===== src/rtl/proc_pkg.sv =====
`default_nettype none
// ============================================================================
// Module   : proc_pkg
// Purpose  : Opcode constants, T-step encoding and instruction field helpers
//            shared by the parametrised multicycle core.
// Revision : 1.0 - initial release
// ============================================================================
package proc_pkg;

    localparam logic [2:0] OP_MV   = 3'b000;
    localparam logic [2:0] OP_MVI  = 3'b001;
    localparam logic [2:0] OP_ADD  = 3'b010;
    localparam logic [2:0] OP_SUB  = 3'b011;
    localparam logic [2:0] OP_AND  = 3'b100;
    localparam logic [2:0] OP_XOR  = 3'b101;
    localparam logic [2:0] OP_MVNZ = 3'b110;
    localparam logic [2:0] OP_RSVD = 3'b111;

    localparam logic [1:0] T0 = 2'd0;
    localparam logic [1:0] T1 = 2'd1;
    localparam logic [1:0] T2 = 2'd2;
    localparam logic [1:0] T3 = 2'd3;

    // Fields are packed from the MSB down: op (3 bits), Rx, Ry.
    function automatic int op_lsb(input int w);
        return w - 3;
    endfunction

    function automatic int rx_lsb(input int w, input int rb);
        return w - 3 - rb;
    endfunction

    function automatic int ry_lsb(input int w, input int rb);
        return w - 3 - 2 * rb;
    endfunction

endpackage
`default_nettype wire


===== src/rtl/proc_core_param_if.sv =====
`default_nettype none
// ============================================================================
// Module   : proc_core_param_if
// Purpose  : Instruction handshake and observable bus of the execution core.
// Revision : 1.0 - initial release
// ============================================================================
interface proc_core_param_if #(
    parameter int W = 9
);
    logic [W-1:0] DIN;
    logic         Run;
    logic         Done;
    logic [W-1:0] BusWires;
    logic         Zero;
    logic         Carry;
    logic         Illegal;

    modport master (
        output DIN, Run,
        input  Done, BusWires, Zero, Carry, Illegal
    );

    modport slave (
        input  DIN, Run,
        output Done, BusWires, Zero, Carry, Illegal
    );
endinterface
`default_nettype wire


===== src/rtl/proc_core_param_alu.sv =====
`default_nettype none
// ============================================================================
// Module   : proc_alu
// Purpose  : Combinational add/sub/and/xor with carry and zero outputs.
// Revision : 1.0 - initial release
// ============================================================================
module proc_alu
    import proc_pkg::*;
#(
    parameter int W = 9
) (
    input  wire logic [W-1:0] i_a,
    input  wire logic [W-1:0] i_b,
    input  wire logic [2:0]   i_op,
    output logic      [W-1:0] o_result,
    output logic              o_carry,
    output logic              o_zero
);

    logic [W:0] w_sum;

    // Subtraction is A + ~B + 1, so carry-out set means no borrow.
    always_comb begin
        w_sum    = '0;
        o_result = '0;
        o_carry  = 1'b0;
        case (i_op)
            OP_ADD: begin
                w_sum    = {1'b0, i_a} + {1'b0, i_b};
                o_result = w_sum[W-1:0];
                o_carry  = w_sum[W];
            end
            OP_SUB: begin
                w_sum    = {1'b0, i_a} + {1'b0, ~i_b} + {{W{1'b0}}, 1'b1};
                o_result = w_sum[W-1:0];
                o_carry  = w_sum[W];
            end
            OP_AND:  o_result = i_a & i_b;
            OP_XOR:  o_result = i_a ^ i_b;
            default: o_result = '0;
        endcase
    end

    assign o_zero = (o_result == '0);

endmodule
`default_nettype wire


===== src/rtl/proc_core_param.sv =====
`default_nettype none
// ============================================================================
// Module   : proc_core_param
// Purpose  : Parametrised multicycle execution core: T-step FSM, IR,
//            register file, one-hot bus mux and flag registers.
// Revision : 1.0 - initial release
// ============================================================================
module proc_core_param
    import proc_pkg::*;
#(
    parameter int W    = 9,
    parameter int NREG = 8
) (
    input  wire logic         clock,
    input  wire logic         aReset,
    proc_core_param_if.slave  bus
);

    localparam int RB        = $clog2(NREG);
    localparam int c_OP_LSB  = op_lsb(W);
    localparam int c_RX_LSB  = rx_lsb(W, RB);
    localparam int c_RY_LSB  = ry_lsb(W, RB);

    generate
        if (W < 3 + 2 * RB) begin : g_width_check
            $error("proc_core_param: W too small for opcode and two register fields");
        end
        if (NREG < 2 || (1 << RB) != NREG) begin : g_nreg_check
            $error("proc_core_param: NREG must be a power of 2 and at least 2");
        end
    endgenerate

    logic [1:0]   r_step;
    logic [1:0]   w_next_step;
    logic [W-1:0] r_ir;
    logic [W-1:0] r_a;
    logic [W-1:0] r_g;
    logic         r_zero;
    logic         r_carry;
    logic [W-1:0] r_regs [NREG];

    logic [2:0]    w_op;
    logic [RB-1:0] w_rx;
    logic [RB-1:0] w_ry;

    logic         w_ir_we, w_a_we, w_g_we, w_rx_we;
    logic         w_sel_din, w_sel_rx, w_sel_ry, w_sel_g;
    logic         w_done, w_illegal;
    logic [W-1:0] w_bus;
    logic [W-1:0] w_alu_result;
    logic         w_alu_carry, w_alu_zero;

    assign w_op = r_ir[c_OP_LSB +: 3];
    assign w_rx = r_ir[c_RX_LSB +: RB];
    assign w_ry = r_ir[c_RY_LSB +: RB];

    always_ff @(posedge clock or posedge aReset) begin
        if (aReset) begin
            r_step <= T0;
        end else begin
            r_step <= w_next_step;
        end
    end

    always_comb begin
        w_next_step = r_step;
        w_ir_we     = 1'b0;
        w_a_we      = 1'b0;
        w_g_we      = 1'b0;
        w_rx_we     = 1'b0;
        w_sel_din   = 1'b0;
        w_sel_rx    = 1'b0;
        w_sel_ry    = 1'b0;
        w_sel_g     = 1'b0;
        w_done      = 1'b0;
        w_illegal   = 1'b0;
        case (r_step)
            T0: begin
                if (bus.Run) begin
                    w_ir_we     = 1'b1;
                    w_next_step = T1;
                end
            end
            T1: begin
                case (w_op)
                    OP_MV: begin
                        w_sel_ry    = 1'b1;
                        w_rx_we     = 1'b1;
                        w_done      = 1'b1;
                        w_next_step = T0;
                    end
                    OP_MVI: begin
                        w_sel_din   = 1'b1;
                        w_rx_we     = 1'b1;
                        w_done      = 1'b1;
                        w_next_step = T0;
                    end
                    OP_MVNZ: begin
                        // With Zero set nothing drives the bus and nothing is written.
                        w_sel_ry    = ~r_zero;
                        w_rx_we     = ~r_zero;
                        w_done      = 1'b1;
                        w_next_step = T0;
                    end
                    OP_RSVD: begin
                        w_done      = 1'b1;
                        w_illegal   = 1'b1;
                        w_next_step = T0;
                    end
                    default: begin
                        w_sel_rx    = 1'b1;
                        w_a_we      = 1'b1;
                        w_next_step = T2;
                    end
                endcase
            end
            T2: begin
                w_sel_ry    = 1'b1;
                w_g_we      = 1'b1;
                w_next_step = T3;
            end
            default: begin
                w_sel_g     = 1'b1;
                w_rx_we     = 1'b1;
                w_done      = 1'b1;
                w_next_step = T0;
            end
        endcase
    end

    assign w_bus = ({W{w_sel_din}} & bus.DIN)
                 | ({W{w_sel_rx}}  & r_regs[w_rx])
                 | ({W{w_sel_ry}}  & r_regs[w_ry])
                 | ({W{w_sel_g}}   & r_g);

    proc_alu #(
        .W (W)
    ) u_alu (
        .i_a      (r_a),
        .i_b      (w_bus),
        .i_op     (w_op),
        .o_result (w_alu_result),
        .o_carry  (w_alu_carry),
        .o_zero   (w_alu_zero)
    );

    always_ff @(posedge clock or posedge aReset) begin
        if (aReset) begin
            r_ir    <= '0;
            r_a     <= '0;
            r_g     <= '0;
            r_zero  <= 1'b0;
            r_carry <= 1'b0;
            for (int i = 0; i < NREG; i++) begin
                r_regs[i] <= '0;
            end
        end else begin
            if (w_ir_we) r_ir <= bus.DIN;
            if (w_a_we)  r_a  <= w_bus;
            if (w_g_we) begin
                r_g     <= w_alu_result;
                r_zero  <= w_alu_zero;
                r_carry <= w_alu_carry;
            end
            if (w_rx_we) r_regs[w_rx] <= w_bus;
        end
    end

    assign bus.BusWires = w_bus;
    assign bus.Done     = w_done;
    assign bus.Illegal  = w_illegal;
    assign bus.Zero     = r_zero;
    assign bus.Carry    = r_carry;

endmodule
`default_nettype wire


===== src/flat_wrapper.sv =====
// flat-port wrapper written by rule: the top's interface ports become plain ports
module proc_core_param_flat import proc_pkg::*;
#(
    parameter int W    = 9,
    parameter int NREG = 8
)
  (clock, aReset, bus_DIN, bus_Run, bus_Done, bus_BusWires, bus_Zero, bus_Carry, bus_Illegal);
  proc_core_param_if #(.W(W)) bus_i ();
  input  wire logic clock;
  input  wire logic aReset;
  input wire logic [$bits(bus_i.DIN)-1:0] bus_DIN;
  input wire logic [$bits(bus_i.Run)-1:0] bus_Run;
  output wire logic [$bits(bus_i.Done)-1:0] bus_Done;
  output wire logic [$bits(bus_i.BusWires)-1:0] bus_BusWires;
  output wire logic [$bits(bus_i.Zero)-1:0] bus_Zero;
  output wire logic [$bits(bus_i.Carry)-1:0] bus_Carry;
  output wire logic [$bits(bus_i.Illegal)-1:0] bus_Illegal;
  assign bus_i.DIN = bus_DIN;
  assign bus_i.Run = bus_Run;
  assign bus_Done = bus_i.Done;
  assign bus_BusWires = bus_i.BusWires;
  assign bus_Zero = bus_i.Zero;
  assign bus_Carry = bus_i.Carry;
  assign bus_Illegal = bus_i.Illegal;
  proc_core_param #(.W(W), .NREG(NREG)) u_core (.clock(clock), .aReset(aReset), .bus(bus_i));
endmodule

===== config.mk =====
export PLATFORM = sky130hd
export DESIGN_NAME = proc_core_param_flat
export DESIGN_NICKNAME = d
export VERILOG_FILES = /design/src/rtl/proc_pkg.sv /design/src/rtl/proc_core_param_if.sv /design/src/rtl/proc_core_param_alu.sv /design/src/rtl/proc_core_param.sv /design/src/flat_wrapper.sv
export SDC_FILE = /design/constraint.sdc
export NUM_CORES = 1
export LEC_CHECK = 0
export CORE_AREA = 4 4 118 120
export CTS_BUF_LIST = sky130_fd_sc_hd__clkbuf_2 sky130_fd_sc_hd__clkbuf_4 sky130_fd_sc_hd__clkbuf_8
export CTS_CLUSTER_DIAMETER = 100
export CTS_CLUSTER_SIZE = 25
export DETAILED_ROUTE_END_ITERATION = 10
export DIE_AREA = 0 0 122 124
export GPL_TIMING_DRIVEN = 0
export PLACE_DENSITY_LB_ADDON = 0.08
export SETUP_SLACK_MARGIN = 0.02
export SLEW_MARGIN = 15
export SYNTH_ARGS = -nofsm -noshare
export SYNTH_HDL_FRONTEND = slang
export SYNTH_SLANG_ARGS = --single-unit
export TNS_END_PERCENT = 1

===== constraint.sdc =====
create_clock -name clock -period 7.2 [get_ports clock]
set_input_delay 1.44 -clock clock [delete_from_list [all_inputs] [get_ports clock]]
set_output_delay 1.44 -clock clock [all_outputs]
set_load 0.01 [all_outputs]

; Word level (Yosys, flattened, before mapping)
; Cells that the tools add are included.
[word_totals]
latchBits = 0
romBits = 0
mem_bits_rw = 0
inputBits = 12
regBits = 103
mem_count = 0
[classes]
bitwise = 13
add_sub_neg = 3
muxes = 30
shifts = 0
multipliers = 0
div = 0
reduce_logical = 8
eq_ne = 10
magnitude_cmp = 3
[op_table]
columns = operator, n
row1 = 72-bit bitwise mux, 1
row2 = 9-bit binary-select mux with 3-bit select, 2
row3 = 9-bit AND, 5
row4 = 9-bit 2-to-1 mux, 5
row5 = 9-bit case mux with 4 select lines, 1
row6 = 9-bit demux with 3-bit select, 1
row7 = 9-bit bitwise OR, 3
row8 = 9-bit by 9-bit adder with 10-bit output, 2
row9 = 3-bit equality test (second input constant), 4
row10 = 1-bit case mux with 2 select lines, 6
row11 = 1-bit 2-to-1 mux, 11
row12 = 10-bit by 1-bit adder with 10-bit output (second input constant), 1
row13 = 9-bit zero test, 1
row14 = 9-bit inverter, 1
row15 = 9-bit bitwise XOR, 1
row16 = 4-bit >= comparator (second input constant), 2
row17 = 3-bit inverter with 4-bit output, 2
row18 = 3-bit by 2-bit equality test with 1-bit output (second input constant), 2
row19 = 2-bit case mux with 3 select lines, 1
row20 = 4-bit by 1-bit less-than comparator with 1-bit output (second input constant), 1
row21 = 2-bit 2-to-1 mux, 2
row22 = 2-bit OR reduction, 2
row23 = 4-bit OR reduction, 1
row24 = 3-bit by 1-bit equality test with 1-bit output (second input constant), 1
row25 = 8 further kinds, 8

; Depth between registers and ports, before layout
; Gate-level depths: netlist (run 1).
[depth]
ltp_word = 13
depth_mapped = 18
ltp_nobuf = 17

; By module
; A second synthesis (run 1) with hierarchy kept.
[hier_totals]
cells_unflattened = 657
hier_area_um2 = 6388.6
[by_module_without_submodules]
columns = mod, area_per_inst_um2, n_inst, seq_area_each_um2, cells_per_inst
row1 = proc_core_param, 5171.2, 1, 2577.5, 490
row2 = proc_alu, 1217.4, 1, 0.0, 167

; Worst setup path after synthesis (run 1)
; OpenSTA, ideal clock, no wires.
[synth_path]
path_kind = input to register
start = input port bus_DIN[1]
end = register u_core.r_zero, in the netlist u_core.bus.Zero
path_slack_ps = 3094
required_time_ps = 7097
stages = 12
t_arrival_ps = 4003
path_buffers = 1
cell_sequence = a22o_1 -> a211oi_1 -> buf_2 -> inv_2 -> ha_1 -> o21bai_1 -> a211o_1 -> and3_1 -> a311o_1 -> nor4_2 -> o2111ai_1 -> o41ai_2
[synth_via]
elab_chain_cells = 9
[synth_rtl]
columns = element, line_no
row1 = from (decl), flat_wrapper.sv:11  ; input wire logic [$bits(bus_i.DIN)-1:0] bus_DIN;
row2 = 9-bit AND *, proc_core_param.sv:131  ; assign w_bus = ({W{w_sel_din}} & bus.DIN)
row3 = 9-bit bitwise OR *, proc_core_param.sv:132  ; | ({W{w_sel_rx}} & r_regs[w_rx])
row4 = 9-bit bitwise OR *, proc_core_param.sv:133  ; | ({W{w_sel_ry}} & r_regs[w_ry])
row5 = 9-bit bitwise OR *, proc_core_param.sv:134  ; | ({W{w_sel_g}} & r_g);
row6 = net bus_BusWires[1], flat_wrapper.sv:14  ; output wire logic [$bits(bus_i.BusWires)-1:0] bus_BusWires;
row7 = 9-bit inverter, proc_core_param_alu.sv:34  ; w_sum = {1'b0, i_a} + {1'b0, ~i_b} + {{W{1'b0}}, 1'b1};
row8 = 9-bit by 9-bit adder with 10-bit output, proc_core_param_alu.sv:34
row9 = 10-bit by 1-bit adder with 10-bit output, proc_core_param_alu.sv:34
row10 = 9-bit case mux with 4 select lines *, proc_core_param_alu.sv:27  ; case (i_op)
row11 = 9-bit zero test *, proc_core_param_alu.sv:44  ; assign o_zero = (o_result == '0);
row12 = to (signal assigned), proc_core_param.sv:162  ; r_zero <= w_alu_zero;
row13 = to (decl), proc_core_param.sv:38  ; logic r_zero;
; Mark *: on every way through the listed nets, which the timed path passes. The rest lies on a longest branch.
; A chain may end at the register's enable or synchronous reset.

; Worst setup path in the final report (run 1)
[layout_path]
start = register u_core.r_step[1]
end = output port bus_BusWires[7]
[layout_via]
elab_chain_cells = 6
[layout_rtl]
columns = element, line_no
row1 = from (decl), proc_core_param.sv:33  ; logic [1:0] r_step;
row2 = from (signal assigned), proc_core_param.sv:61  ; r_step <= w_next_step;
row3 = 2-bit by 1-bit equality test with 1-bit output, proc_core_param.sv:77  ; case (r_step)
row4 = 1-bit 2-to-1 mux, proc_core_param.sv:77
row5 = 9-bit AND (on tied branches), "proc_core_param.sv:131, proc_core_param.sv:132"
row6 = 9-bit bitwise OR, proc_core_param.sv:132
row7 = 9-bit bitwise OR, proc_core_param.sv:133
row8 = 9-bit bitwise OR *, proc_core_param.sv:134
row9 = to (decl), flat_wrapper.sv:14
; Every way passes the cells marked *; elsewhere a longest branch is shown, timed or not.

==> metrics.md, run 1 <==
| Metric | Value |
|---|---|
| Initial antenna violation count | `0` |
| WP buf/inv | `5` |
| Post-CTS Setup Inserts | `0` |
| Setup Total Neg Slack | `0 ps` |
| Layout cells sized above 1 | `0.182` |
| Mapped Cells | `617` |
| Worst-Margin Slew | `1100 ps` |
| Global-route wire length before repair | `28.6 mm` |
| Max_cap viols | `0` |
| Ant. Diodes | `0` |
| NumNets Final | `691` |
| Worst-path fanout max | `10` |
| Worst setup SP type | `register` |
| Die W | `122 um` |
| Crit end category | `primary output` |
| Fillers | `1,194` |
| Metal-1 WL | `8.55 mm` |
| Drc violations | `0` |
| Die area | `0.0151 sq mm` |
| Hold-fix buffers, CTS | `0` |
| Sequential area share after synthesis | `0.408` |
| Setup slack, reg-to-reg | `2360 ps` |
| Die height | `124 um` |
| Slew HR | `0.264` |
| Status | `finished clean` |
| Clock Skew | `17.4 ps` |
| Wire length on met2 | `8.29 mm` |
| Final setup vio count | `0` |
| Core box area | `0.0130 sq mm` |
| Synth top area cells | `dfrtp_1 41%, mux4_2 8.6%, a21oi_1 5.5%` |
| Main synth FF type | `dfrtp_1` |
| Peak VDD IR | `0.216 mV` |
| Total congestion overflow | `0` |
| Final Hold Vio Count | `0` |
| Top layer reached by signal wires | `met4` |
| Synthesis warning total | `0` |
| Fmax | `202 MHz` |
| CTS resizes | `0` |
| Overall routing resource usage | `0.256` |
| Pwr Density | `568 mW/mm^2` |
| Hold crit path type | `register to register` |
| Vias | `5,149` |
| Data arrival, critical path | `3520 ps` |
| TritonCTS buffer count | `9` |
| Max Slew Vio Count | `0` |
| Cells along the critical path | `inv_1, ha_1, o21ai_1, clkbuf_1, a221oi_1, a222oi_1, o21a_1, buf_2, inv_2, clkdlybuf4s50_1` |
| LEAKAGE | `3.01 nW` |
| Vias in the first global route | `4,874` |
| Share of Yosys cell area claimed by the top area cell type | `0.408` |
| DP HPWL | `12.9 mm` |
| Clk buf depth | `2` |
| Req. time, crit path | `5760 ps` |
| CP peak stage delay | `540 ps` |
| Fin crit period | `4960 ps` |
| RSZ-0062 raised after global routing | `no` |
| Unique cell type count in the Yosys netlist | `68` |
| Routed Antenna Nets | `0` |
| Vias/cell | `6.17` |
| Post-synth EDFFs | `0` |
| Post-synth ARST share | `1.00` |
| GP Congestion | `0.863` |
| Tcrit/Tclk final | `0.689` |
| Total Wirelength | `18.5 mm` |
| CTS root buf | `clkbuf_8` |
| Synth Register Bits | `103` |
| Yosys top cell by area | `dfrtp_1` |
| CP max stage cell | `clkbuf_1` |
| DRT iter0 DRCs | `546` |
| CTS tree | `yes` |
| DR WL/cell | `22.2 um` |
| DRT Pass-1 Iters | `9` |
| WL met3 | `1.38 mm` |
| Worst skew pair latency | `400 ps` |
| Initial core utilization | `0.487` |
| H-tree depth | `3` |
| Most common cell in the netlist | `dfrtp_1` |
| Sink Count | `103` |
| WS Path Type | `register to primary output` |
| Num ports | `25` |
| Synth Net Count | `655` |
| Area taken by multi-input logic gates | `0.00340 sq mm` |
| Worst-path clk slew | `110 ps` |
| Register area | `0.00258 sq mm` |
| Cell area after synthesis | `0.00632 sq mm` |
| Mapped Avg Cell Area | `10.2 sq um` |
| Largest net degree at the start of global routing | `74` |
| Area Growth Syn to Fin | `10.9%` |
| Crit path max-delay family | `buffers and inverters` |
| Buffers on Ports | `24` |
| Top cells by count, synth | `103 x dfrtp_1, 80 x nor2_1, 69 x a21oi_1, 32 x nand2_1, 31 x mux2i_1` |
| Core Rows | `42` |
| PnR Total Power | `3.98 mW` |
## flip-flops by register name, summed over array words and instances (netlist names)
signal	flops
u_core.bus.Zero	1
u_core.r_ir	9
u_core.r_a	9
u_core.r_regs	72
u_core.bus.Carry	1
u_core.r_step	2
u_core.r_g	9
## path summary, 6_finish.rpt
| kind | cells after the start | end | startpoint |
|---|---|---|---|
| max in group asynchronous | 3 | u_core.r_regs[41] | aReset |
| min in group asynchronous | 2 | u_core.r_a[3] | aReset |
| hold reg to reg | 1 | u_core.r_g[0] | u_core.r_g[0] |
| setup / recovery | 10 | bus_BusWires[7] | u_core.r_step[1] |
| setup reg to reg | 16 | u_core.r_g[8] | u_core.r_step[1] |
| hold / removal | 1 | u_core.r_g[0] | u_core.r_g[0] |
## metal layers
layer,vias to the layer above,GRT usage
li1,2315,-
met1,2591,0.386
met2,220,0.381
met3,23,0.0568
met4,0,0.0490
met5,-,0
## cell families after synthesis
family	synth area share
XOR/XNOR	0.00970
flip-flops	0.408
multiplexers	0.170
adder cells (fa/ha/maj)	0.0538
AND/OR/NAND/NOR	0.124
buffers and inverters	0.0550
AO/OA/AOI/OAI	0.180
## where the power goes
group / switching (mW) / internal [mW]
clock network: 0.227 / 0.143
logic: 1.42 / 1.12
registers: 0.216 / 0.858
## per-stage QoR
step / util / instance area (sq um) / setup slack (ps) / cells / hold WS [ps]
2_1_floorplan: - / 6320 / 3060 / 617 / 450
3_3_place_gp: 0.522 / 6780 / 1440 / 817 / 485
3_5_place_dp: 0.525 / 6810 / 2050 / 818 / 492
4_1_cts: 0.540 / 7010 / 2260 / 834 / 519
5_1_grt: 0.540 / 7010 / 2060 / 834 / 539
6_report: 0.540 / 7010 / 2240 / 834 / 520
## final cells by class
cell class | count | share of cell area
Buffer | 47 | 0.0384
Clock buffer | 10 | 0.0196
Clock inverter | 6 | 0.00857
Inverter | 21 | 0.0120
Multi-Input combinational cell | 446 | 0.484
Sequential cell | 103 | 0.368
Tap cell | 176 | 0.0314
Timing Repair Buffer | 25 | 0.0382
## cells in the final DEF (no fill, tap or decap), drive strengths merged, types with 5 or more instances in the layout
cell type	instances
nor2	82
mux2	20
a211oi	6
a221oi	5
a21oi	69
a22oi	5
xnor2	6
o21a	5
buf	37
dfrtp	103
o22ai	6
clkdlybuf4s50	24
ha	24
nand2	32
nand2b	6
inv	24
nor2b	17
clkbuf	21
o21ai	33
mux2i	31
nor3	8
mux4	24
No activity file was read; power rests on OpenSTA's default activity.
==> run 2, diff against run 1 <==
Clock period 7.2 ns to 5 ns, I/O delays scaled along.
==> run 2 against run 1 <==
  * Die area did not move
  * Critical path type is now register to register
  * Critical endpoint is now u_core.r_g[8]
  * Combinational power rose by 44%
  * Sequential cell count did not move
  * Critical path depth rose by 8
  * Hold slack improved by 1.8 ps
  * Utilization rose by 0.13 points
==> metrics.md, run 2 (same netlist as run 1, synthesis figures left out) <==
| Metric | Value |
|---|---|
| Status | `finished clean` |
| Hold path cells | `1 (unchanged)` |
| NumNets Final | `691 (unchanged)` |
| Req. time, crit path | `5290 ps (-470 ps)` |
| Placed Area | `0.00681 sq mm (unchanged)` |
| Buffers on Ports | `24 (unchanged)` |
| CTS tree | `yes` |
| Max Slew Vio Count | `0 (unchanged)` |
| Worst hold slack | `522 ps (+1.81 ps)` |
| Num ports | `25 (unchanged)` |
| Leading cell type in the layout, fill and taps excluded | `dfrtp_1` |
| TritonCTS buffer count | `9 (unchanged)` |
| Vias in the first global route | `4,874 (unchanged)` |
| R2r startpoint | `u_core.r_ir[4]` |
| Layout Cells excl Fill | `834 (unchanged)` |
| Switching power | `2.69 mW (+44%)` |
| Int Pwr | `3.06 mW (+44%)` |
| Die W | `122 um (unchanged)` |
| Clock Skew | `18.2 ps (+0.838 ps)` |
| Final setup vio count | `0 (unchanged)` |
| Worst-Margin Slew | `1010 ps (-91.2 ps)` |
| DRT Pass-1 Iters | `5 (-4)` |
| RSZ-0062 raised after global routing | `no` |
| Initial antenna violation count | `0 (unchanged)` |
| Max_cap viols | `0 (unchanged)` |
| Largest net degree at the start of global routing | `74 (unchanged)` |
| CP max stage cell | `or4b_1` |
| Global-route wire length before repair | `28.6 mm (unchanged)` |
| Peak VDD IR | `0.311 mV (+44%)` |
| Hold Path End | `u_core.r_g[8]` |
| DR WL/cell | `22.2 um (about the same)` |
| Slew HR | `0.330 (+0.0657)` |
| Overall routing resource usage | `0.256 (unchanged)` |
| Reg with most FFs | `u_core.r_regs` |
| Crit end category | `register` |
| Core Rows | `42 (unchanged)` |
| Hold Crit Start | `u_core.r_g[8]` |
| Logic pwr share | `0.639 (about the same)` |
| Cells along the critical path | `clkbuf_4, buf_6, mux2i_1, a221oi_1, a222oi_1, o21a_1, buf_2, inv_2, ha_1, inv_1, fa_1, nor2b_1, o211ai_1, or4b_1, a31oi_1, mux2i_1, o211ai_1, mux2_2` |
| WP buf/inv | `5 (unchanged)` |
| Commonest non-fill, non-tap cells in the layout | `103 x dfrtp_1, 80 x nor2_1, 69 x a21oi_1` |
| Clk buf depth | `2 (unchanged)` |
| Clock Power Share | `0.092 (about the same)` |
| Initial core utilization | `0.487 (unchanged)` |
| Die height | `124 um (unchanged)` |
| Worst-path fanout max | `10 (unchanged)` |
| Total congestion overflow | `0 (unchanged)` |
| Fmax | `209 MHz` |
| Vias | `5,142 (-0.14%)` |
| Crit path max-delay family | `compound AO/OA/AOI/OAI gates` |
| Data arrival, critical path | `5070 ps (+1550 ps)` |
| CP peak stage delay | `480 ps (-60 ps)` |
| Die area | `0.0151 sq mm (unchanged)` |
| DP HPWL | `12.9 mm (unchanged)` |
| WS Path Type | `register to register` |
| Sink Count | `103 (unchanged)` |
| Setup Total Neg Slack | `0 ps (unchanged)` |
| Worst skew pair latency | `400 ps (about the same)` |
| Tcrit/Tclk final | `0.956` |
| DRT iter0 DRCs | `563 (+3.1%)` |
| Setup slack, reg-to-reg | `220 ps (-2140 ps)` |
| Total Wirelength | `18.5 mm (about the same)` |
| Core box area | `0.0130 sq mm (unchanged)` |
| Vias/cell | `6.17 (-0.14%)` |
| Layout cells sized above 1 | `0.187 (+0.00456)` |
| Hold crit path type | `register to register` |
| Post-CTS Setup Inserts | `0 (unchanged)` |
| Sw Share | `0.468 (about the same)` |
| Placed Cells | `818 (unchanged)` |
| Ant. Diodes | `0 (unchanged)` |
| Hold-fix buffers, CTS | `0 (unchanged)` |
| Drc violations | `0 (unchanged)` |
| LEAKAGE | `3.01 nW (+0.19%)` |
| Final instance area | `0.00703 sq mm (+0.23%)` |
| Max reg flops | `72 (unchanged)` |
| CTS resizes | `0 (unchanged)` |
| Worst R2R Path Depth | `18 (+2)` |
| Worst setup SP type | `register` |
| GP Congestion | `0.863 (unchanged)` |
| PnR Total Power | `5.75 mW (+44%)` |
| Pwr Density | `818 mW/mm^2 (+44%)` |
| Area Growth Syn to Fin | `11.2%` |
| Worst-path clk slew | `100 ps (about the same)` |
| Fin crit period | `4780 ps` |
| Final Hold Vio Count | `0 (unchanged)` |
| RR Endpoint | `u_core.r_g[8]` |
| CTS root buf | `clkbuf_8` |
| Register share of total power | `0.269 (about the same)` |
| Routed Antenna Nets | `0 (unchanged)` |
| H-tree depth | `3 (unchanged)` |
## run 2: changes by cell type in the layout (fill, tap and decap cells not counted)
| cell | delta |
|---|---|
| buf_1 | -1 |
| clkbuf_2 | +1 |
| clkbuf_4 | +2 |
| o21ai_1 | -1 |
| buf_2 | -2 |
| a2111oi_2 | +1 |
| o21ai_2 | +1 |
| a2111oi_0 | -1 |
## run 2: cell type report
| cell class | instances | area, sq um |
|---|---|---|
| flip-flops and latches | 103 | 2580 |
| fillers | 1191 | 5950 |
| inverters | 21 | 83.8 |
| multi-input cells | 446 | 3410 |
| repair buffers | 25 | 268 |
| clock inverters | 6 | 60.1 |
| clock buffers | 10 | 138 |
| well taps | 176 | 220 |
| plain buffers | 47 | 275 |
## run 2: worst max-delay path by stage
stage | startpoint | to | cells after the start
after global placement | aReset | u_core.r_regs[61] | 2
after global routing | u_core.r_ir[4] | u_core.r_g[8] | 18
after CTS | u_core.r_ir[4] | u_core.r_g[8] | 18
final | u_core.r_ir[4] | u_core.r_g[8] | 18
after floorplan | u_core.r_ir[0] | u_core.r_g[8] | 17
after detailed placement | u_core.r_ir[4] | u_core.r_g[8] | 18
## run 2: power by group through the flow
| stage | Sequential, mW | Combinational, mW | Clock, mW |
|---|---|---|---|
| 2_1_floorplan | 1.45 | 2.69 | 0 |
| 3_3_place_gp | 1.54 | 3.54 | 0 |
| 3_5_place_dp | 1.55 | 3.61 | 0 |
| 4_1_cts | 1.54 | 3.63 | 0.547 |
| 5_1_grt | 1.59 | 4.00 | 0.576 |
| 6_report | 1.55 | 3.67 | 0.531 |
## run 2: metrics by stage
| stage | util | setup slack (ps) |
|---|---|---|
| floorplan | - | 1160 |
| global placement | 0.522 | -317 |
| detailed placement | 0.525 | 271 |
| CTS | 0.540 | 224 |
| global route | 0.541 | 57.3 |
| finish | 0.541 | 219 |
## run 2: per-layer routing
metal  vias up  GRT usage  routed length (um)
li1       2313          -                   -
met1      2576      0.386                8440
met2       230      0.381                8250
met3        23     0.0568                1580
met4         0     0.0490                 245
met5         -          0                   0
==> run 3, diff against run 2 <==
Settings changed: CORE_AREA 4 4 118 120 to 4 4 109 111, DIE_AREA 0 0 122 124 to 0 0 113 115.
==> run 3 against run 2 <==
  * Combinational power about the same
  * Clock power is 20% higher
  * Design area down 0.12%
  * Clock skew shrank 8.2 ps
  * Routed wire length down 1.2%
  * Maximum frequency increased by 0.48%
  * Critical path type unchanged
  * Critical endpoint unchanged
  * Clock-buffer cell count unchanged
==> metrics.md, run 3 (same netlist as run 1, synthesis figures left out) <==
| Metric | Value |
|---|---|
| Logic pwr share | `0.627 (-0.012)` |
| Buffers on Ports | `24 (unchanged)` |
| Worst R2R Path Depth | `18 (unchanged)` |
| Pwr Density | `837 mW/mm^2 (+2.2%)` |
| GR peak layer | `met2` |
| Commonest non-fill, non-tap cells in the layout | `103 x dfrtp_1, 80 x nor2_1, 69 x a21oi_1` |
| PnR Total Power | `5.87 mW (+2.1%)` |
| Setup ws final | `242 ps (+23.0 ps)` |
| Reg with most FFs | `u_core.r_regs` |
| M2 GR Usage | `0.431 (+0.0497)` |
| Cells along the critical path | `buf_2, clkbuf_1, a2111oi_0, a31oi_1, a222oi_1, o21a_1, buf_2, inv_2, ha_1, inv_1, fa_1, nor2b_1, o211ai_1, or4b_1, a31oi_1, mux2i_1, o211ai_1, mux2_2` |
| Data arrival, critical path | `5030 ps (-40 ps)` |
| DP HPWL | `12.7 mm (-2.0%)` |
| Slew HR | `0.321 (-0.00857)` |
| Peak VDD IR | `0.432 mV (+39%)` |
| Sw Share | `0.456 (-0.0118)` |
| Vias in the first global route | `5,090 (+4.4%)` |
| Status | `finished clean` |
| Die height | `115 um (-7.3%)` |
| Int Pwr | `3.19 mW (+4.4%)` |
| Worst-path clk slew | `90 ps (about the same)` |
| Util after Layout | `0.650 (+0.109)` |
| Worst-path fanout max | `10 (unchanged)` |
| Num ports | `25 (unchanged)` |
| Layout cells sized above 1 | `0.183 (-0.00428)` |
| Clock Power Share | `0.108 (+0.016)` |
| Worst skew pair latency | `390 ps (about the same)` |
| Met1 Resource Use GR | `0.417 (+0.0305)` |
| Worst setup SP type | `register` |
| Sink Count | `103 (unchanged)` |
| CTS root buf | `clkbuf_8` |
| Clock Skew | `9.96 ps (-8.23 ps)` |
| Core box area | `0.0108 sq mm (-17%)` |
| Register share of total power | `0.265 (-0.004)` |
| Hold path cells | `1 (unchanged)` |
| Max reg flops | `72 (unchanged)` |
| Req. time, crit path | `5270 ps (-20 ps)` |
| Die W | `113 um (-7.4%)` |
| Met3 Usage GRT | `0.0711 (+0.0143)` |
| WS Path Type | `register to register` |
| Final Hold Vio Count | `0 (unchanged)` |
| Max_cap viols | `0 (unchanged)` |
| GP Congestion | `0.969 (+12%)` |
| Post-place setup slack | `321 ps (+49.5 ps)` |
| Hold Crit Start | `u_core.r_g[8]` |
| RSZ-0062 raised after global routing | `no` |
| Fin crit period | `4760 ps (-23.0 ps)` |
| Vias/cell | `6.54 (+6.1%)` |
| Overall routing resource usage | `0.286 (+0.0308)` |
| Total Wirelength | `18.3 mm (-1.2%)` |
| DR WL/cell | `22.9 um (+3.4%)` |
| Tcrit/Tclk final | `0.952 (-0.00460)` |
| Core Rows | `38 (-9.5%)` |
| DRT iter0 DRCs | `493 (-12%)` |
| RR Endpoint | `u_core.r_g[8]` |
| CP peak stage delay | `480 ps (about the same)` |
| Post-CTS Setup Inserts | `0 (unchanged)` |
| Max Slew Vio Count | `0 (unchanged)` |
| DRT Pass-1 Iters | `7 (+2)` |
| CP max stage cell | `or4b_1` |
| Leading cell type in the layout, fill and taps excluded | `dfrtp_1` |
| Routed Antenna Nets | `0 (unchanged)` |
| Global-route wire length before repair | `28.2 mm (-1.3%)` |
| Final setup vio count | `0 (unchanged)` |
| Die area | `0.0130 sq mm (-14%)` |
| LEAKAGE | `3.03 nW (+0.45%)` |
| Ant. Diodes | `0 (unchanged)` |
| H-tree depth | `3 (unchanged)` |
| Total congestion overflow | `0 (unchanged)` |
| Setup Total Neg Slack | `0 ps (unchanged)` |
| Vias | `5,212 (+1.4%)` |
| Setup slack, reg-to-reg | `240 ps (+20 ps)` |
| Clk buf depth | `2 (unchanged)` |
| Crit end category | `register` |
| R2r startpoint | `u_core.r_ir[5]` |
| Initial antenna violation count | `0 (unchanged)` |
| TritonCTS buffer count | `9 (unchanged)` |
| Worst-Margin Slew | `1010 ps (+9.11 ps)` |
| Drc violations | `0 (unchanged)` |
| Hold crit path type | `register to register` |
| Fmax | `210 MHz (+0.48%)` |
| Initial core utilization | `0.586 (+0.0987)` |
| Switching power | `2.68 mW (-0.44%)` |
| Area Growth Syn to Fin | `11.0%` |
| NumNets Final | `691 (unchanged)` |
| Hold Path End | `u_core.r_g[8]` |
| Largest net degree at the start of global routing | `57 (-23%)` |
| CTS tree | `yes` |
run 3: changes by cell type in the layout (fill, tap and decap cells not counted), sizes merged:
| cell | before | now |
|---|---|---|
| clkinvlp | 0 | 1 |
| clkinv | 3 | 1 |
| buf | 34 | 36 |
| bufinv | 0 | 3 |
| clkbuf | 24 | 22 |
| inv | 24 | 21 |
run 3: critical path: cells and delay by family, from the launching register on:
kind                       cells  cell delay [ps]
muxes                          2              510
adders and majority gates      2              470
and+or+nand+nor                2              540
AOI/OAI and AO/OA              7             1830
DFF                            1              370
buffers and inverters          5              900
run 3: per-stage QoR:
step / hold WS, ps / instance area [sq um] / cells
after floorplan: 450 / 6320 / 617
after global placement: 488 / 6740 / 781
after detailed placement: 496 / 6770 / 782
after CTS: 517 / 7010 / 797
after global routing: 547 / 7020 / 797
final: 523 / 7020 / 797
run 3: per-layer routing:
layer | vias to the layer above | part of all wire
li1 | 2309 | -
met1 | 2608 | 0.44
met2 | 255 | 0.45
met3 | 40 | 0.095
met4 | 0 | 0.021
met5 | - | 0
run 3: power groups by stage:
| stage | clock (mW) | combinational [mW] | sequential (mW) |
|---|---|---|---|
| after global routing | 0.677 | 3.96 | 1.60 |
| final | 0.635 | 3.68 | 1.56 |
| after detailed placement | 0 | 3.60 | 1.56 |
| after CTS | 0.642 | 3.62 | 1.54 |
| after global placement | 0 | 3.49 | 1.54 |
| after floorplan | 0 | 2.69 | 1.45 |
run 3: area by class of cell:
| type | instances | area, sq um |
|---|---|---|
| multi-input cells | 446 | 3400 |
| clock inverters | 5 | 106 |
| fillers | 883 | 3770 |
| plain buffers | 47 | 272 |
| repair buffers | 25 | 268 |
| well taps | 140 | 175 |
| flip-flops and latches | 103 | 2580 |
| inverters | 21 | 83.8 |
| clock buffers | 10 | 138 |
run 3: worst max path at each step:
stage	start	to	slack, ps	cells after the start
after floorplan	u_core.r_ir[0]	u_core.r_g[8]	1160	17
after global placement	aReset	u_core.r_regs[70]	-190	2
after detailed placement	bus_DIN[0]	u_core.r_g[8]	320	15
after CTS	u_core.r_ir[4]	u_core.r_g[8]	310	18
after global routing	u_core.r_ir[4]	u_core.r_g[8]	30	18
final	u_core.r_ir[5]	u_core.r_g[8]	240	18
run 3: what timing repair did:
action                     4_1_cts  5_1_grt
setup endpoints to repair        0        1
hold buffers                     0        0
gates resized for setup          0        2
